<file path="config.mk">
export PLATFORM = sky130hd
export DESIGN_NAME = gfx_bus_target
export DESIGN_NICKNAME = d
export VERILOG_FILES = /design/src/rtl/gfx_bus_pkg.sv /design/src/rtl/gfx_tgt_regfile.sv /design/src/rtl/gfx_bus_target.sv
export SDC_FILE = /design/constraint.sdc
export NUM_CORES = 2
export LEC_CHECK = 0
export CELL_PAD_IN_SITES_DETAIL_PLACEMENT = 2
export CELL_PAD_IN_SITES_GLOBAL_PLACEMENT = 2
export CORE_MARGIN = 1.5
export CORE_UTILIZATION = 43
export DETAILED_ROUTE_END_ITERATION = 16
export GPL_TIMING_DRIVEN = 0
export MAX_ROUTING_LAYER = met4
export PLACE_DENSITY = 0.78
export SLEW_MARGIN = 5
export SYNTH_ARGS = -nofsm -noshare
export SYNTH_HDL_FRONTEND = slang
export SYNTH_SLANG_ARGS = --single-unit
</file>
<file path="constraint.sdc">
create_clock -name clk -period 67.4 [get_ports clk]
set_clock_uncertainty 0.1 [all_clocks]
set_input_delay 6.74 -clock clk [delete_from_list [all_inputs] [get_ports clk]]
set_output_delay 6.74 -clock clk [all_outputs]
set_load 0.005 [all_outputs]
</file>
<file path="src/rtl/gfx_bus_pkg.sv">
// Shared definitions for the graphics bus target: command codes, burst
// length encoding, response target default and the FSM state type.
package gfx_bus_pkg;

    localparam logic [2:0] CMD_READ      = 3'b001;
    localparam logic [2:0] CMD_WRITE     = 3'b010;
    localparam logic [2:0] CMD_READ_RESP = 3'b100;
    localparam logic [2:0] CMD_WRITE_ACK = 3'b101;
    localparam logic [2:0] CMD_ERR       = 3'b111;

    localparam logic [1:0] LEN_BURST   = 2'd3;
    localparam int         BURST_BEATS = 16;

    localparam logic [3:0] RESP_TAR_DEFAULT = 4'hF;

    typedef enum logic [1:0] {
        IDLE      = 2'd0,
        WDATA     = 2'd1,
        RESP_REQ  = 2'd2,
        RESP_DATA = 2'd3
    } tgt_state_t;

endpackage

</file>
<file path="src/rtl/gfx_tgt_regfile.sv">
// DEPTH x 32 word store for the graphics bus target. One bus write port,
// one combinational bus read port and a registered local read port for the
// display pipeline. All words clear on reset.
module gfx_tgt_regfile #(
    parameter int DEPTH = 64,
    parameter int AW    = $clog2(DEPTH)
) (
    input  logic          clk,
    input  logic          reset,
    input  logic          wr_en,
    input  logic [AW-1:0] wr_idx,
    input  logic [31:0]   wr_data,
    input  logic [AW-1:0] rd_idx,
    output logic [31:0]   rd_data,
    input  logic [AW-1:0] loc_idx,
    output logic [31:0]   loc_data
);

    logic [31:0] mem [DEPTH];

    // Bus write port; storage clears on reset.
    always_ff @(posedge clk or posedge reset) begin
        if (reset) begin
            for (int i = 0; i < DEPTH; i++) begin
                mem[i] <= 32'h0;
            end
        end else if (wr_en) begin
            mem[wr_idx] <= wr_data;
        end
    end

    assign rd_data = mem[rd_idx];

    // Local read port: registered, so a same-cycle write returns the old word.
    always_ff @(posedge clk or posedge reset) begin
        if (reset) begin
            loc_data <= 32'h0;
        end else begin
            loc_data <= mem[loc_idx];
        end
    end

endmodule

</file>
<file path="src/rtl/gfx_bus_target.sv">
// Bus-side responder for one graphics device. Accepts single or 16-beat
// reads/writes from the switch, answers through the reqout/ackin handshake,
// and exposes a private local read port into the register file.
// Build option: GFX_TGT_ERR_EN enables ERR responses and err_sticky;
// without it illegal requests are dropped and err_sticky is tied low.
// Handshake: a response is offered by holding reqout[0]=1 in RESP_REQ until
// ackin is sampled high; beats then follow back-to-back, one per clock, and
// selin is only honoured in IDLE (request) and WDATA (write data beats).
module gfx_bus_target
    import gfx_bus_pkg::*;
#(
    parameter logic [31:0] BASE_ADDR = 32'hF000_0000,
    parameter int          DEPTH     = 64,
    parameter logic [3:0]  RESP_TAR  = RESP_TAR_DEFAULT
) (
    input  logic                     clk,
    input  logic                     reset,
    input  logic                     selin,
    input  logic [2:0]               cmdin,
    input  logic [31:0]              addrdatain,
    input  logic [1:0]               lenin,
    input  logic                     ackin,
    output logic [1:0]               reqout,
    output logic [3:0]               reqtar,
    output logic [31:0]              addrdataout,
    output logic [2:0]               cmdout,
    output logic [1:0]               lenout,
    input  logic [$clog2(DEPTH)-1:0] loc_idx,
    output logic [31:0]              loc_data,
    output logic                     err_sticky,
    output logic [1:0]               dbg_state
);

    localparam int AW = $clog2(DEPTH);

    tgt_state_t    state_q, state_d;
    logic [AW-1:0] idx_q;
    logic [3:0]    cnt_q;
    logic [1:0]    len_q;
    logic          burst_q;
    logic [2:0]    rcmd_q;
    logic [31:0]   addr_q;

    logic          wr_en;
    logic [31:0]   rd_data;
    logic          in_window, req_read, req_write, cnt_last, is_read_resp;

    assign in_window    = (addrdatain[31:AW+2] == BASE_ADDR[31:AW+2]);
    assign req_read     = in_window && (cmdin == CMD_READ);
    assign req_write    = in_window && (cmdin == CMD_WRITE);
    assign cnt_last     = burst_q ? (cnt_q == 4'(BURST_BEATS - 1)) : 1'b1;
    assign is_read_resp = (rcmd_q == CMD_READ_RESP);
    assign dbg_state    = state_q;

    gfx_tgt_regfile #(.DEPTH(DEPTH), .AW(AW)) u_regfile (
        .clk      (clk),
        .reset    (reset),
        .wr_en    (wr_en),
        .wr_idx   (idx_q),
        .wr_data  (addrdatain),
        .rd_idx   (idx_q),
        .rd_data  (rd_data),
        .loc_idx  (loc_idx),
        .loc_data (loc_data)
    );

    // FSM state register.
    always_ff @(posedge clk or posedge reset) begin
        if (reset) begin
            state_q <= IDLE;
        end else begin
            state_q <= state_d;
        end
    end

    // Next-state and Moore outputs; everything idles at zero.
    always_comb begin
        state_d     = state_q;
        wr_en       = 1'b0;
        reqout      = 2'b00;
        reqtar      = 4'h0;
        addrdataout = 32'h0;
        cmdout      = 3'b000;
        lenout      = 2'b00;
        case (state_q)
            IDLE: begin
                if (selin) begin
                    if (req_write) begin
                        state_d = WDATA;
                    end else if (req_read) begin
                        state_d = RESP_REQ;
                    end
`ifdef GFX_TGT_ERR_EN
                    else begin
                        state_d = RESP_REQ;
                    end
`endif
                end
            end
            WDATA: begin
                wr_en = selin;
                if (selin && cnt_last) begin
                    state_d = RESP_REQ;
                end
            end
            RESP_REQ: begin
                reqout = 2'b01;
                reqtar = RESP_TAR;
                if (ackin) begin
                    state_d = RESP_DATA;
                end
            end
            RESP_DATA: begin
                reqtar = RESP_TAR;
                cmdout = rcmd_q;
                if (is_read_resp) begin
                    addrdataout = rd_data;
                    lenout      = len_q;
                end else begin
                    addrdataout = addr_q;
                end
                if (!is_read_resp || cnt_last) begin
                    state_d = IDLE;
                end
            end
            default: state_d = IDLE;
        endcase
    end

    // Request capture, word index and beat counter.
    always_ff @(posedge clk or posedge reset) begin
        if (reset) begin
            idx_q   <= '0;
            cnt_q   <= 4'd0;
            len_q   <= 2'b00;
            burst_q <= 1'b0;
            rcmd_q  <= 3'b000;
            addr_q  <= 32'h0;
        end else begin
            case (state_q)
                IDLE: begin
                    if (selin) begin
                        addr_q  <= addrdatain;
                        idx_q   <= addrdatain[2 +: AW];
                        len_q   <= lenin;
                        burst_q <= (lenin == LEN_BURST);
                        cnt_q   <= 4'd0;
                        rcmd_q  <= req_write ? CMD_WRITE_ACK :
                                   req_read  ? CMD_READ_RESP : CMD_ERR;
                    end
                end
                WDATA: begin
                    if (selin) begin
                        idx_q <= idx_q + 1'b1;
                        cnt_q <= cnt_last ? 4'd0 : cnt_q + 4'd1;
                    end
                end
                RESP_DATA: begin
                    idx_q <= idx_q + 1'b1;
                    cnt_q <= cnt_q + 4'd1;
                end
                default: ;
            endcase
        end
    end

`ifdef GFX_TGT_ERR_EN
    logic err_q;

    // Sticky protocol error: illegal request, or selin while a response is pending.
    always_ff @(posedge clk or posedge reset) begin
        if (reset) begin
            err_q <= 1'b0;
        end else if (selin && (((state_q == IDLE) && !req_read && !req_write) ||
                               (state_q == RESP_REQ) || (state_q == RESP_DATA))) begin
            err_q <= 1'b1;
        end
    end

    assign err_sticky = err_q;
`else
    assign err_sticky = 1'b0;
`endif

endmodule
</file>
==> flow_summary.json <==
{
  "cap_violations": 7,
  "core_um2": 260000,
  "setup.worst_path.start_class": "register",
  "wl_per_cell_um": 51.5,
  "synth_cell_types": 55,
  "violations": "capacitance limit, slew limit",
  "postCtsSetupBuffers": 0,
  "final_common_cell": "dfrtp_1",
  "syn_inst": 7633,
  "fin_util_pct": 49.0,
  "ctsHtreeMaxLevel": 4,
  "synth_edf_count": 0,
  "ir_drop_mv": 0.0256,
  "top_level_ports": 125,
  "antenna_found_initial": 102,
  "rows": 187,
  "syn_to_final_growth_pct": 13.2,
  "via_per_inst": 7.17,
  "drcViolationCount": 0,
  "routed_wl_um": 608000,
  "design.die.area_um2": 265000,
  "relSlewSlack_pct": -6.68,
  "tns_ps": 0,
  "grtUsageMet2_pct": 64.6,
  "met1_usage_pct": 57.2,
  "worstPathArrival_ps": 6390,
  "gr-total-overflow": 0,
  "fmax_ghz": 0.0756,
  "nFillCells": 24100,
  "power_per_cell_area_nw_per_um2": 38.4,
  "setup-violations-final": 0,
  "layout-drive-gt1-share_pct": 46.8,
  "ys_seq_elements": 2130,
  "nets": 8089,
  "crit_fanout": 10,
  "grt_first_pass_wirelength_um": 806000,
  "grt_busiest_layer": "met2",
  "numCtsBuffers": 249,
  "synth_area_leaders": "dfrtp_1 (47%), mux2_2 (21%), mux4_2 (16%)",
  "rsz0062_at_grt": "false",
  "ys.flop_type": "dfrtp_1",
  "drv_slew": 57,
  "place_area_um2": 119000,
  "cts-root-to-sink-buffers": 4,
  "die_h_um": 515,
  "hold_viol_final": 0,
  "grt_pass1_vias": 87700,
  "die_w_um": 515,
  "timing.final.crit_period_ps": 13230,
  "via_count": 84700,
  "place.gp.congestion": 1.04,
  "start_util_pct": 43.3,
  "clock_latency_ps": 980,
  "grt_usage_pct": 47.0,
  "status": "finished, violations left",
  "cts_resized": 0,
  "drtIter0Drc": 11900,
  "final_cell_mix": "dfrtp_1 (2130), mux2_2 (2113), mux4_2 (820)",
  "hold_class": "register to register",
  "cts_hold_buf": 0,
  "use_met3_pct": 14.5,
  "ctsRootBufferMaster": "clkbuf_16",
  "yosysTopAreaCell": "dfrtp_1",
  "synth_top_area_share_pct": 47.3,
  "power.total_uw": 4900,
  "grt_max_degree": 124,
  "firstDrtPassIters": 6,
  "critPathKind": "register to output port",
  "netlist_area_um2": 113000,
  "numClockSinks": 2130,
  "power.leakage_uw": 0.0580,
  "hpwlAfterDp_um": 444000,
  "antenna_left": 0,
  "final_cell_area_um2": 128000,
  "cp-end-kind": "output port",
  "path_clk_slew_ps": 60,
  "syn_avg_cell_area_um2": 14.8,
  "async_flop_share_pct": 100,
  "yosysSeqAreaShare_pct": 47.3,
  "post-route-period-util_pct": 19.6,
  "tightest_slew_ps": 1600,
  "numPortBuffers": 112,
  "synth_warnings": 0,
  "cp.required_ps": 60560,
  "cts_tree": "yes"
}
-- cell type report --
cell class | instances | area, µm² | area share, %
clock inverters | 57 | 636 | 0.498
plain buffers | 828 | 3940 | 3.09
multi-input cells | 4666 | 55500 | 43.5
clock buffers | 391 | 7580 | 5.94
flip-flops and latches | 2130 | 53300 | 41.8
inverters | 10 | 45.0 | 0.0353
well taps | 3496 | 4370 | 3.43
diodes | 85 | 213 | 0.167
repair buffers | 150 | 2000 | 1.56
-- kinds of logic after synthesis --
group	synth area share, %
compound gates	4.17
simple gates	1.47
fa+ha+maj	0.0777
flops	47.3
buf+inv	3.45
xor+xnor	0.00777
mux	43.5
other cells	0.00333
-- metrics by stage --
step | hold WS (ps) | std cells | worst slack, ps
floorplan | 341 | 7634 | 386
global placement | 366 | 11200 | -24390
detailed placement | 371 | 11300 | 55440
CTS | 390 | 11700 | 54500
global route | 428 | 11800 | 54350
finish | 389 | 11800 | 54170
-- synthesized netlist by cell type (all sizes together), types with 22 or more instances --
library cell,count
nand2,60
o22ai,218
a21oi,34
a31oi,35
and4,29
o22a,32
a22oi,109
and3,24
mux2i,663
nand3,32
dfrtp,2130
buf,483
nor2,124
mux4,820
o21ai,171
mux2,2126
clkbuf,345
a221oi,22
nor2b,27
-- sequential cells by signal (all words and copies together), names as in the netlist --
register and flops:
addr_q 32, cnt_q 4, dbg_state 2, idx_q 6
rcmd_q 3, u_regfile.loc_data 32, burst_q 1, len_q 2
u_regfile.mem 2048
-- worst max-delay path, stage by stage (launching register included) --
cell and delay [ps]:
dfrtp_1 380, buf_2 360, buf_2 960, clkbuf_1 1050, mux4_2 430, mux2i_1 870, o22a_1 350, a31oi_1 370
clkdlybuf4s50_1 620
-- worst paths after layout --
kind | start | end | slack, ps | depth (start not counted)
worst min-delay path | rcmd_q[2]$_DFFE_PP0P_ | rcmd_q[2]$_DFFE_PP0P_ | 390 | 1
worst min register to register | rcmd_q[2]$_DFFE_PP0P_ | rcmd_q[2]$_DFFE_PP0P_ | 390 | 1
max in group asynchronous | reset | u_regfile.mem[1883]$_DFFE_PP0P_ | 57560 | 7
worst max-delay path | idx_q[2]$_DFFE_PP0P_ | addrdataout[12] | 54170 | 8
worst max register to register | dbg_state[1]$_DFFE_PP0P_ | u_regfile.mem[884]$_DFFE_PP0P_ | 62530 | 8
min in group asynchronous | reset | u_regfile.mem[423]$_DFFE_PP0P_ | 6160 | 2
-- report_power, final --
part           total, µW  internal (µW)  switching, µW
registers           1690           1500            191
clock network       1410            807            601
logic               1800            608           1190
-- layer usage --
metal  share of wire, %  vias up
li1                   -    30200
met1                 37    46400
met2                 42     6016
met3                 12     1980
met4                9.4        0
met5                  0        -
Power figures use the tool's default switching activity.
